$ cat src/rtl/writeback_stage_if.sv
// Execute-to-writeback handoff bundle: one instruction offered per cycle, accepted on valid && ready.
interface writeback_stage_if #(
  parameter int unsigned CtrlW = 9
);
  logic             valid;
  logic [31:0]      pc;
  logic [31:0]      inst;
  logic [CtrlW-1:0] ctrl;
  logic [31:0]      result;
  logic [31:0]      eaddr;
  logic [31:0]      rdata2;
  logic [4:0]       waddr;
  logic             ready;

  modport master (
    output valid, pc, inst, ctrl, result, eaddr, rdata2, waddr,
    input  ready
  );

  modport slave (
    input  valid, pc, inst, ctrl, result, eaddr, rdata2, waddr,
    output ready
  );
endinterface

$ cat src/rtl/writeback_stage.sv
// Final MIPS pipeline stage: holds one instruction, waits for the data-bus response on memory ops,
// extracts load data and drives the register-file write, WB forwarding and trace debug ports.
module writeback_stage (
  input  logic                    clk,
  input  logic                    resetn,
  input  logic [31:0]             data_rdata,
  input  logic                    data_data_ok,
  writeback_stage_if.slave        ex_if,
  output logic                    rf_we,
  output logic [4:0]              rf_waddr,
  output logic [31:0]             rf_wdata,
  output logic [4:0]              wb_fwd_addr,
  output logic [31:0]             wb_fwd_data,
  output logic                    wb_fwd_ok,
  output logic [31:0]             debug_wb_pc,
  output logic [3:0]              debug_wb_rf_wen,
  output logic [4:0]              debug_wb_rf_wnum,
  output logic [31:0]             debug_wb_rf_wdata
);

  // Control-bit layout shared with the decoder; load-type bits are one-hot.
  localparam int unsigned CtrlW = 9;
  localparam int unsigned IMemR = 0;
  localparam int unsigned IMemW = 1;
  localparam int unsigned ILb   = 2;
  localparam int unsigned ILbu  = 3;
  localparam int unsigned ILh   = 4;
  localparam int unsigned ILhu  = 5;
  localparam int unsigned ILw   = 6;
  localparam int unsigned ILwl  = 7;
  localparam int unsigned ILwr  = 8;

  // StMem covers both WAIT and a memory op retiring on data_data_ok.
  typedef enum logic [1:0] {StEmpty, StAlu, StMem} state_e;

  state_e           state_q, state_d;
  logic [31:0]      pc_q, pc_d;
  logic [CtrlW-1:0] ctrl_q, ctrl_d;
  logic [31:0]      result_q, result_d;
  logic [1:0]       off_q, off_d;
  logic [31:0]      rdata2_q, rdata2_d;
  logic [4:0]       waddr_q, waddr_d;

  logic        valid;
  logic        retire;
  logic        ready;
  logic        accept;
  logic [7:0]  byte_v;
  logic [15:0] half_v;
  logic [4:0]  shl;
  logic [4:0]  shr;
  logic [31:0] wdata;

  always_comb begin
    valid  = (state_q != StEmpty);
    retire = valid && ((state_q != StMem) || data_data_ok);
    ready  = !valid || retire;
    accept = ex_if.valid && ready;
  end

  always_ff @(posedge clk) begin
    if (!resetn) begin
      state_q  <= StEmpty;
      pc_q     <= '0;
      ctrl_q   <= '0;
      result_q <= '0;
      off_q    <= '0;
      rdata2_q <= '0;
      waddr_q  <= '0;
    end else begin
      state_q  <= state_d;
      pc_q     <= pc_d;
      ctrl_q   <= ctrl_d;
      result_q <= result_d;
      off_q    <= off_d;
      rdata2_q <= rdata2_d;
      waddr_q  <= waddr_d;
    end
  end

  always_comb begin
    state_d  = state_q;
    pc_d     = pc_q;
    ctrl_d   = ctrl_q;
    result_d = result_q;
    off_d    = off_q;
    rdata2_d = rdata2_q;
    waddr_d  = waddr_q;
    if (accept) begin
      state_d  = (ex_if.ctrl[IMemR] || ex_if.ctrl[IMemW]) ? StMem : StAlu;
      pc_d     = ex_if.pc;
      ctrl_d   = ex_if.ctrl;
      result_d = ex_if.result;
      off_d    = ex_if.eaddr[1:0];
      rdata2_d = ex_if.rdata2;
      waddr_d  = ex_if.waddr;
    end else if (retire) begin
      state_d = StEmpty;
    end
  end

  always_comb begin
    byte_v = 8'(data_rdata >> {off_q, 3'b000});
    half_v = off_q[1] ? data_rdata[31:16] : data_rdata[15:0];
    // 8*(3-o) equals {~o, 3'b0} for a 2-bit offset.
    shl    = {~off_q, 3'b000};
    shr    = {off_q, 3'b000};
    wdata  = result_q;
    if (ctrl_q[IMemR]) begin
      if (ctrl_q[ILb]) begin
        wdata = {{24{byte_v[7]}}, byte_v};
      end else if (ctrl_q[ILbu]) begin
        wdata = {24'h0, byte_v};
      end else if (ctrl_q[ILh]) begin
        wdata = {{16{half_v[15]}}, half_v};
      end else if (ctrl_q[ILhu]) begin
        wdata = {16'h0, half_v};
      end else if (ctrl_q[ILw]) begin
        wdata = data_rdata;
      end else if (ctrl_q[ILwl]) begin
        wdata = (data_rdata << shl) | (rdata2_q & ~(32'hffffffff << shl));
      end else if (ctrl_q[ILwr]) begin
        wdata = (data_rdata >> shr) | (rdata2_q & ~(32'hffffffff >> shr));
      end
    end

    ex_if.ready       = ready;
    rf_we             = retire && (waddr_q != 5'd0);
    rf_waddr          = waddr_q;
    rf_wdata          = wdata;
    wb_fwd_addr       = valid ? waddr_q : 5'd0;
    wb_fwd_data       = wdata;
    wb_fwd_ok         = valid && (!ctrl_q[IMemR] || data_data_ok);
    debug_wb_pc       = pc_q;
    debug_wb_rf_wen   = {4{rf_we}};
    debug_wb_rf_wnum  = waddr_q;
    debug_wb_rf_wdata = wdata;
  end

`ifndef SYNTHESIS
  // A response with no memory op held is dropped; flag it as a bus protocol error.
  stray_data_ok_a : assert property (@(posedge clk) disable iff (!resetn)
    data_data_ok |-> (state_q == StMem))
    else $error("data_data_ok with no memory op held");
`endif

endmodule
$ cat src/flat_wrapper.sv
// flat-port wrapper written by rule: the top's interface ports become plain ports
module writeback_stage_flat 
  (clk, resetn, data_rdata, data_data_ok, rf_we, rf_waddr, rf_wdata, wb_fwd_addr, wb_fwd_data, wb_fwd_ok, debug_wb_pc, debug_wb_rf_wen, debug_wb_rf_wnum, debug_wb_rf_wdata, ex_if_valid, ex_if_pc, ex_if_inst, ex_if_ctrl, ex_if_result, ex_if_eaddr, ex_if_rdata2, ex_if_waddr, ex_if_ready);
  writeback_stage_if ex_if_i ();
  input  logic clk;
  input  logic resetn;
  input  logic [31:0] data_rdata;
  input  logic data_data_ok;
  output logic rf_we;
  output logic [4:0] rf_waddr;
  output logic [31:0] rf_wdata;
  output logic [4:0] wb_fwd_addr;
  output logic [31:0] wb_fwd_data;
  output logic wb_fwd_ok;
  output logic [31:0] debug_wb_pc;
  output logic [3:0] debug_wb_rf_wen;
  output logic [4:0] debug_wb_rf_wnum;
  output logic [31:0] debug_wb_rf_wdata;
  input wire logic [$bits(ex_if_i.valid)-1:0] ex_if_valid;
  input wire logic [$bits(ex_if_i.pc)-1:0] ex_if_pc;
  input wire logic [$bits(ex_if_i.inst)-1:0] ex_if_inst;
  input wire logic [$bits(ex_if_i.ctrl)-1:0] ex_if_ctrl;
  input wire logic [$bits(ex_if_i.result)-1:0] ex_if_result;
  input wire logic [$bits(ex_if_i.eaddr)-1:0] ex_if_eaddr;
  input wire logic [$bits(ex_if_i.rdata2)-1:0] ex_if_rdata2;
  input wire logic [$bits(ex_if_i.waddr)-1:0] ex_if_waddr;
  output wire logic [$bits(ex_if_i.ready)-1:0] ex_if_ready;
  assign ex_if_i.valid = ex_if_valid;
  assign ex_if_i.pc = ex_if_pc;
  assign ex_if_i.inst = ex_if_inst;
  assign ex_if_i.ctrl = ex_if_ctrl;
  assign ex_if_i.result = ex_if_result;
  assign ex_if_i.eaddr = ex_if_eaddr;
  assign ex_if_i.rdata2 = ex_if_rdata2;
  assign ex_if_i.waddr = ex_if_waddr;
  assign ex_if_ready = ex_if_i.ready;
  writeback_stage u_core (.clk(clk), .resetn(resetn), .data_rdata(data_rdata), .data_data_ok(data_data_ok), .ex_if(ex_if_i), .rf_we(rf_we), .rf_waddr(rf_waddr), .rf_wdata(rf_wdata), .wb_fwd_addr(wb_fwd_addr), .wb_fwd_data(wb_fwd_data), .wb_fwd_ok(wb_fwd_ok), .debug_wb_pc(debug_wb_pc), .debug_wb_rf_wen(debug_wb_rf_wen), .debug_wb_rf_wnum(debug_wb_rf_wnum), .debug_wb_rf_wdata(debug_wb_rf_wdata));
endmodule
$ cat config.mk
export PLATFORM = sky130hd
export DESIGN_NAME = writeback_stage_flat
export DESIGN_NICKNAME = d
export VERILOG_FILES = /design/src/rtl/writeback_stage_if.sv /design/src/rtl/writeback_stage.sv /design/src/flat_wrapper.sv
export SDC_FILE = /design/constraint.sdc
export NUM_CORES = 1
export LEC_CHECK = 0
export ABC_AREA = 1
export ABC_CLOCK_PERIOD_IN_PS = 4500
export BUFFER_PORTS_ARGS = -buffer_cell sky130_fd_sc_hd__buf_2
export CAP_MARGIN = 10
export CORE_UTILIZATION = 25
export DETAILED_ROUTE_END_ITERATION = 8
export HOLD_SLACK_MARGIN = 0.05
export PLACE_DENSITY = 0.58
export SYNTH_ARGS = -nofsm -noshare
export SYNTH_HDL_FRONTEND = slang
export SYNTH_SLANG_ARGS = --single-unit
$ cat constraint.sdc
create_clock -name clk -period 4.5 [get_ports clk]
set_clock_uncertainty 0.2 [all_clocks]
set_input_delay 0.9 -clock clk [delete_from_list [all_inputs] [get_ports clk]]
set_output_delay 0.9 -clock clk [all_outputs]
set_load 0.02 [all_outputs]
==> metrics.yaml, run 1 <==
placed_design:
  pre_cts_slack_ns: 0.848
  routabilityCongestion: 0.929
  dpl.hpwl_mm: 22.7
  dp_cells: 1861
  io_buffers: 297
cts:
  cts-resized-gates: 0
  postCtsHoldBufs: 0
  clock-sinks: 113
  cts_setup_buffers: 0
  htree_levels: 4
  cts_root_buf: "clkbuf_16"
  cts_buffers: 17
  clockBufferDepth: 2
  clkTransAtPathRegs_ns: 0.05
  cts_tree: "done"
  insertion_delay_ns: 0.42
worst_hold_path:
  worstHoldPathCells: 2
  hold_end: "u_core.rdata2_q[28]$_SDFFE_PN0P_"
  min_from: "u_core.rdata2_q[28]$_SDFFE_PN0P_"
  hold_path_class: "reg -> reg"
drt:
  dr.pass1.iters: 5
  wl_per_cell_um: 16.3
  drc_errors: 0
  ant_nets: 0
  drt_iter0_markers: 672
  drt-total-wl_mm: 31.0
  vias: 9013
  vias_per_cell: 4.75
critical_path:
  worstPathRequired_ns: 3.40
  startpoint_type: "flip-flop"
  r2r_cells: 6
  cp_max_fo: 51
  cp.arrival_ns: 3.02
  r2r_start: "u_core.state_q[0]$_SDFFE_PN0P_"
  cp-end-kind: "output pin"
  r2r-end: "u_core.debug_wb_pc[20]$_SDFFE_PN0P_"
  rrSetupSlack_ns: 2.23
  path_class: "reg -> out"
power_and_ir_drop:
  p_per_area_mw_per_mm2: 383
  power_mw: 3.61
  p_leak_nw: 4.87
  vdd_ir_drop_max_v: 0.000259
yosys:
  async_flop_share_pct: 0
  syn_area_per_cell_um2: 5.81
  ys.flop_type: "dfxtp_1"
  yosysSeqAreaShare_pct: 29.6
  synth.largest_area_cell: "dfxtp_1"
  synthCells: 1317
  synth_cell_types: 23
  ys_seq_elements: 113
  ys_warn_count: 0
  syn-num-nets: 1527
  synth_top_area_share_pct: 29.6
  syn_area_mm2: 0.00765
  synth_edf_count: 0
  synth_area_leaders: "dfxtp_1, nor2_1, nand2_1, o21ai_0, buf_4"
timing:
  drv_slew: 0
  maxClockFrequency_ghz: 0.243
  rsz0062_at_grt: "false"
  holdWs_ns: 0.282
  setup_tns_ns: 0
  finalWorstSetupSlack_ns: 0.377
  relSlewSlack_pct: 33.9
  tightest_slew_ns: 0.990
  setup_viol: 0
  finalHoldViolCount: 0
  period_needed_ns: 4.12
  period_share_pct: 91.6
grt:
  grt_max_degree: 84
  grt_pass1_wl_mm: 46.7
  antenna_found_initial: 9
  grt_use_total_pct: 19.7
  overflow: 0
  grt_pass1_vias: 8220
flow_run:
  cap_violations: 0
layout:
  final_cell_count_no_fill: 1899
  final_common_cell: "buf_2"
  nNetsFinal: 1700
  layout-drive-gt1-share_pct: 24.0
  mostFrequentLayoutCells: "buf_2, nor2_1, nand2_1"
  areaGrowthSynthToFinish_pct: 23.1
floorplanning:
  io_pins: 360
  dieArea_mm2: 0.0313
  core-area_mm2: 0.0299
  die_w_um: 177
  fp-row-count: 63
  start_util_pct: 25.6
  die_height_um: 177
run_status:
  outcome: "finished, final reports clean"
[cell families after synthesis]
group,Yosys count,synth area share [%]
compound gates,279,18.4
flops,113,29.6
simple gates,690,36.0
buf+inv,235,16.1
[power breakdown]
part	switching, mW	internal, mW	total, mW
sequential	0.0610	1.08	1.14
combinational	0.789	0.367	1.16
clock	0.499	0.812	1.31
total	1.35	2.26	3.61
[worst max path at each step]
stage	from	to	depth (start not counted)
floorplan	data_rdata[15]	rf_wdata[16]	8
global placement	u_core.off_q[1]$_SDFFE_PN0P_	rf_wdata[30]	8
detailed placement	u_core.off_q[1]$_SDFFE_PN0P_	rf_wdata[30]	8
CTS	u_core.off_q[1]$_SDFFE_PN0P_	rf_wdata[30]	8
global route	u_core.off_q[1]$_SDFFE_PN0P_	debug_wb_rf_wdata[12]	12
finish	u_core.off_q[1]$_SDFFE_PN0P_	wb_fwd_data[15]	8
[cell type report]
class / count / area (um^2)
Fill cell: 3405 / 20500
Timing Repair Buffer: 317 / 1650
Antenna cell: 7 / 17.5
Clock buffer: 22 / 484
Clock inverter: 9 / 82.6
Inverter: 72 / 273
Sequential cell: 113 / 2260
Multi-Input combinational cell: 969 / 4170
Tap cell: 390 / 488
[sequential cells by signal, summed over array words and instances (netlist names)]
| register | flops |
|---|---|
| u_core.ctrl_q | 8 |
| u_core.debug_wb_pc | 32 |
| u_core.debug_wb_rf_wnum | 5 |
| u_core.off_q | 2 |
| u_core.rdata2_q | 32 |
| u_core.result_q | 32 |
| u_core.state_q | 2 |
[synth_stat cells, types with 2 or more instances]
library cell / n
nor2_1: 289
buf_4: 81
clkinv_1: 4
o211ai_1: 2
clkbuf_1: 40
nand2_1: 286
nand3_1: 105
inv_2: 4
dfxtp_1: 113
o21ai_1: 15
or2_2: 4
o21ai_0: 147
buf_2: 36
a21oi_1: 114
buf_1: 6
inv_1: 63
nor2_2: 2
[worst max-delay path: stages (launching register included)]
cell and delay (ns):
dfxtp_1 0.71, inv_2 0.36, buf_12 0.28, nand3_1 0.19, nand3_1 0.09, nand2_1 0.08, inv_2 0.22, a21oi_1 0.40
buf_2 0.24
[routing by layer]
metal	wire length [um]	track usage, %	vias to the layer above	share of wire, %
met3	2110	4.75	48	6.8
met1	13400	24.3	4096	43
met2	14700	33.3	359	47
li1	-	-	4500	-
met5	71	0	-	0.23
met4	652	6.39	10	2.1
[stage by stage]
stage	util [%]	cell area, um^2
3_5_place_dp	29.6	8840
3_3_place_gp	29.6	8840
6_report	31.5	9420
5_1_grt	31.5	9400
2_1_floorplan	-	7650
4_1_cts	31.5	9400
No activity file was read; power rests on OpenSTA's default activity.
==> run 2, diff against run 1 <==
==> constraint.sdc (replaced) <==
create_clock -name clk -period 4.5 [get_ports clk]
set_clock_uncertainty 0.2 [all_clocks]
set_input_delay 0 -clock clk [delete_from_list [all_inputs] [get_ports clk]]
set_output_delay 0 -clock clk [all_outputs]
set_load 0.02 [all_outputs]
==> metrics.yaml, run 2 (same netlist as run 1, synthesis figures left out) <==
power_and_ir_drop:
  p_per_area_mw_per_mm2: 357  # -6.7%
  vdd_ir_drop_max_v: 0.000280  # +8.1%
  power.switching_mw: 1.36  # +0.74%
  power_mw: 3.77  # +4.5%
  p_int_mw: 2.41  # +6.8%
  pwr-share-clk_pct: 37.2  # +0.9 points
  seqPwrFrac_pct: 30.3  # -1.4 points
  p_sw_share_pct: 36.0  # -1.4 points
  power_frac_comb_pct: 32.5  # +0.5 points
  p_leak_nw: 5.35  # +9.8%
layout:
  areaGrowthSynthToFinish_pct: 37.9
  nFillCells: 3346  # -1.7%
  nNetsFinal: 1810  # +6.5%
  multiInputGateArea_mm2: 0.00417  # unchanged
  final_cell_count_no_fill: 2002  # +5.4%
  layout-drive-gt1-share_pct: 22.0  # -2.0 points
  seq_area_mm2: 0.00226  # unchanged
  final_common_cell: "buf_2"
  mostFrequentLayoutCells: "buf_2, nor2_1, nand2_1"
floorplanning:
  die_w_um: 177  # unchanged
  die_height_um: 177  # unchanged
  fp-row-count: 63  # unchanged
  core-area_mm2: 0.0299  # unchanged
  dieArea_mm2: 0.0313  # unchanged
  start_util_pct: 25.6  # unchanged
  io_pins: 360  # unchanged
timing:
  period_share_pct: 72.5  # -19 points
  period_needed_ns: 3.26  # -0.862 ns
  setup_tns_ns: 0  # unchanged
  finalHoldViolCount: 0  # unchanged
  drv_slew: 0  # unchanged
  relSlewSlack_pct: 35.2  # +1.3 points
  finalWorstSetupSlack_ns: 1.24  # +0.862 ns
  rsz0062_at_grt: "false"
  setup_viol: 0  # unchanged
  tightest_slew_ns: 0.970  # -0.0197 ns
  maxClockFrequency_ghz: 0.307  # +26%
drt:
  vias_per_cell: 4.67  # -1.7%
  drt_iter0_markers: 629  # -6.4%
  drc_errors: 0  # unchanged
  wl_per_cell_um: 15.8  # -3.2%
  dr.pass1.iters: 5  # unchanged
  ant_nets: 0  # unchanged
  drt-total-wl_mm: 31.6  # +2.1%
  vias: 9341  # +3.6%
cts:
  htree_levels: 4  # unchanged
  clkTransAtPathRegs_ns: 0.06  # about the same
  cts_tree: "done"
  cts-resized-gates: 0  # unchanged
  clockBufferDepth: 2  # unchanged
  cts_root_buf: "clkbuf_16"
  cts_buffers: 17  # unchanged
  insertion_delay_ns: 0.42  # about the same
  clock-sinks: 113  # unchanged
critical_path:
  path_class: "reg -> out"
  cp.arrival_ns: 3.06  # +0.04 ns
  cp_max_fo: 36  # -29%
  worstPathRequired_ns: 4.30  # +0.90 ns
  startpoint_type: "flip-flop"
  cp-end-kind: "output pin"
  r2r_start: "u_core.state_q[0]$_SDFFE_PN0P_"
  crit_start: "u_core.off_q[0]$_SDFFE_PN0P_"
placed_design:
  pre_cts_slack_ns: 1.69  # +0.839 ns
  io_buffers: 297  # unchanged
  dp_cells: 1855  # -0.32%
  dpl.hpwl_mm: 22.4  # -1.4%
  routabilityCongestion: 0.913  # -1.8%
flow_run:
  cap_violations: 0  # unchanged
grt:
  overflow: 0  # unchanged
  grt_use_total_pct: 20.3  # +0.60 points
  grt_pass1_wl_mm: 48.7  # +4.4%
  grt_pass1_vias: 8998  # +9.5%
  grt_max_degree: 75  # -11%
  antenna_found_initial: 3  # -6
worst_hold_path:
  hold_path_class: "in -> reg"
  min_from: "resetn"
run_status:
  outcome: "finished, final reports clean"
## run 2: path summary, 6_finish.rpt
path	to	slack (ns)	cells past startpoint
min reg2reg	u_core.debug_wb_pc[7]$_SDFFE_PN0P_	0.27	2
max	debug_wb_rf_wdata[14]	1.24	12
min	u_core.debug_wb_pc[30]$_SDFFE_PN0P_	0.11	3
max reg2reg	u_core.result_q[15]$_SDFFE_PN0P_	2.10	5
## run 2: repair_timing
item                                   CTS  global route
hold buffers                           116             0
endpoints found under the hold margin  113             0
setup buffers                            0             0
## run 2: area by class of cell
class,count,share of cell area [%]
Multi-Input combinational cell,969,39.5
Timing Repair Buffer,427,26.2
Sequential cell,113,21.4
Tap cell,390,4.62
Clock buffer,20,4.42
Inverter,72,2.58
Clock inverter,10,1.28
Antenna cell,1,0.0237
## run 2: stage by stage
stage | hold WS [ns] | area (um^2) | utilization [%]
after detailed placement | -0.0139 | 8790 | 29.4
final | 0.106 | 10600 | 35.3
after CTS | 0.0800 | 10600 | 35.3
after global placement | -0.0232 | 8790 | 29.4
after floorplan | -0.122 | 7650 | -
after global routing | 0.181 | 10600 | 35.3
## run 2: routing by layer
metal / share of wire [%] / global-route usage [%] / up-vias
met5: 0.079 / 0 / -
met4: 3.5 / 8.80 / 4
met3: 5.9 / 4.15 / 63
met2: 47 / 34.0 / 320
met1: 43 / 24.9 / 4251
li1: - / - / 4703
## run 2: power groups by stage
stage | combinational [mW] | clock (mW) | sequential [mW]
2_1_floorplan | 0.854 | 0 | 1.17
3_3_place_gp | 1.14 | 0 | 1.16
3_5_place_dp | 1.15 | 0 | 1.16
4_1_cts | 1.23 | 1.44 | 1.14
5_1_grt | 1.37 | 1.48 | 1.15
6_report | 1.22 | 1.40 | 1.14
## run 2: worst max-delay path: stages (launching register included)
cell     delay, ns
dfxtp_1       0.30
buf_4         0.39
nand2_1       0.57
inv_1         0.30
nand2_1       0.07
nand3_1       0.09
nand2_1       0.05
nand2_1       0.05
nand2_1       0.05
nand2_1       0.06
nand2_1       0.05
a21oi_1       0.40
buf_2         0.26
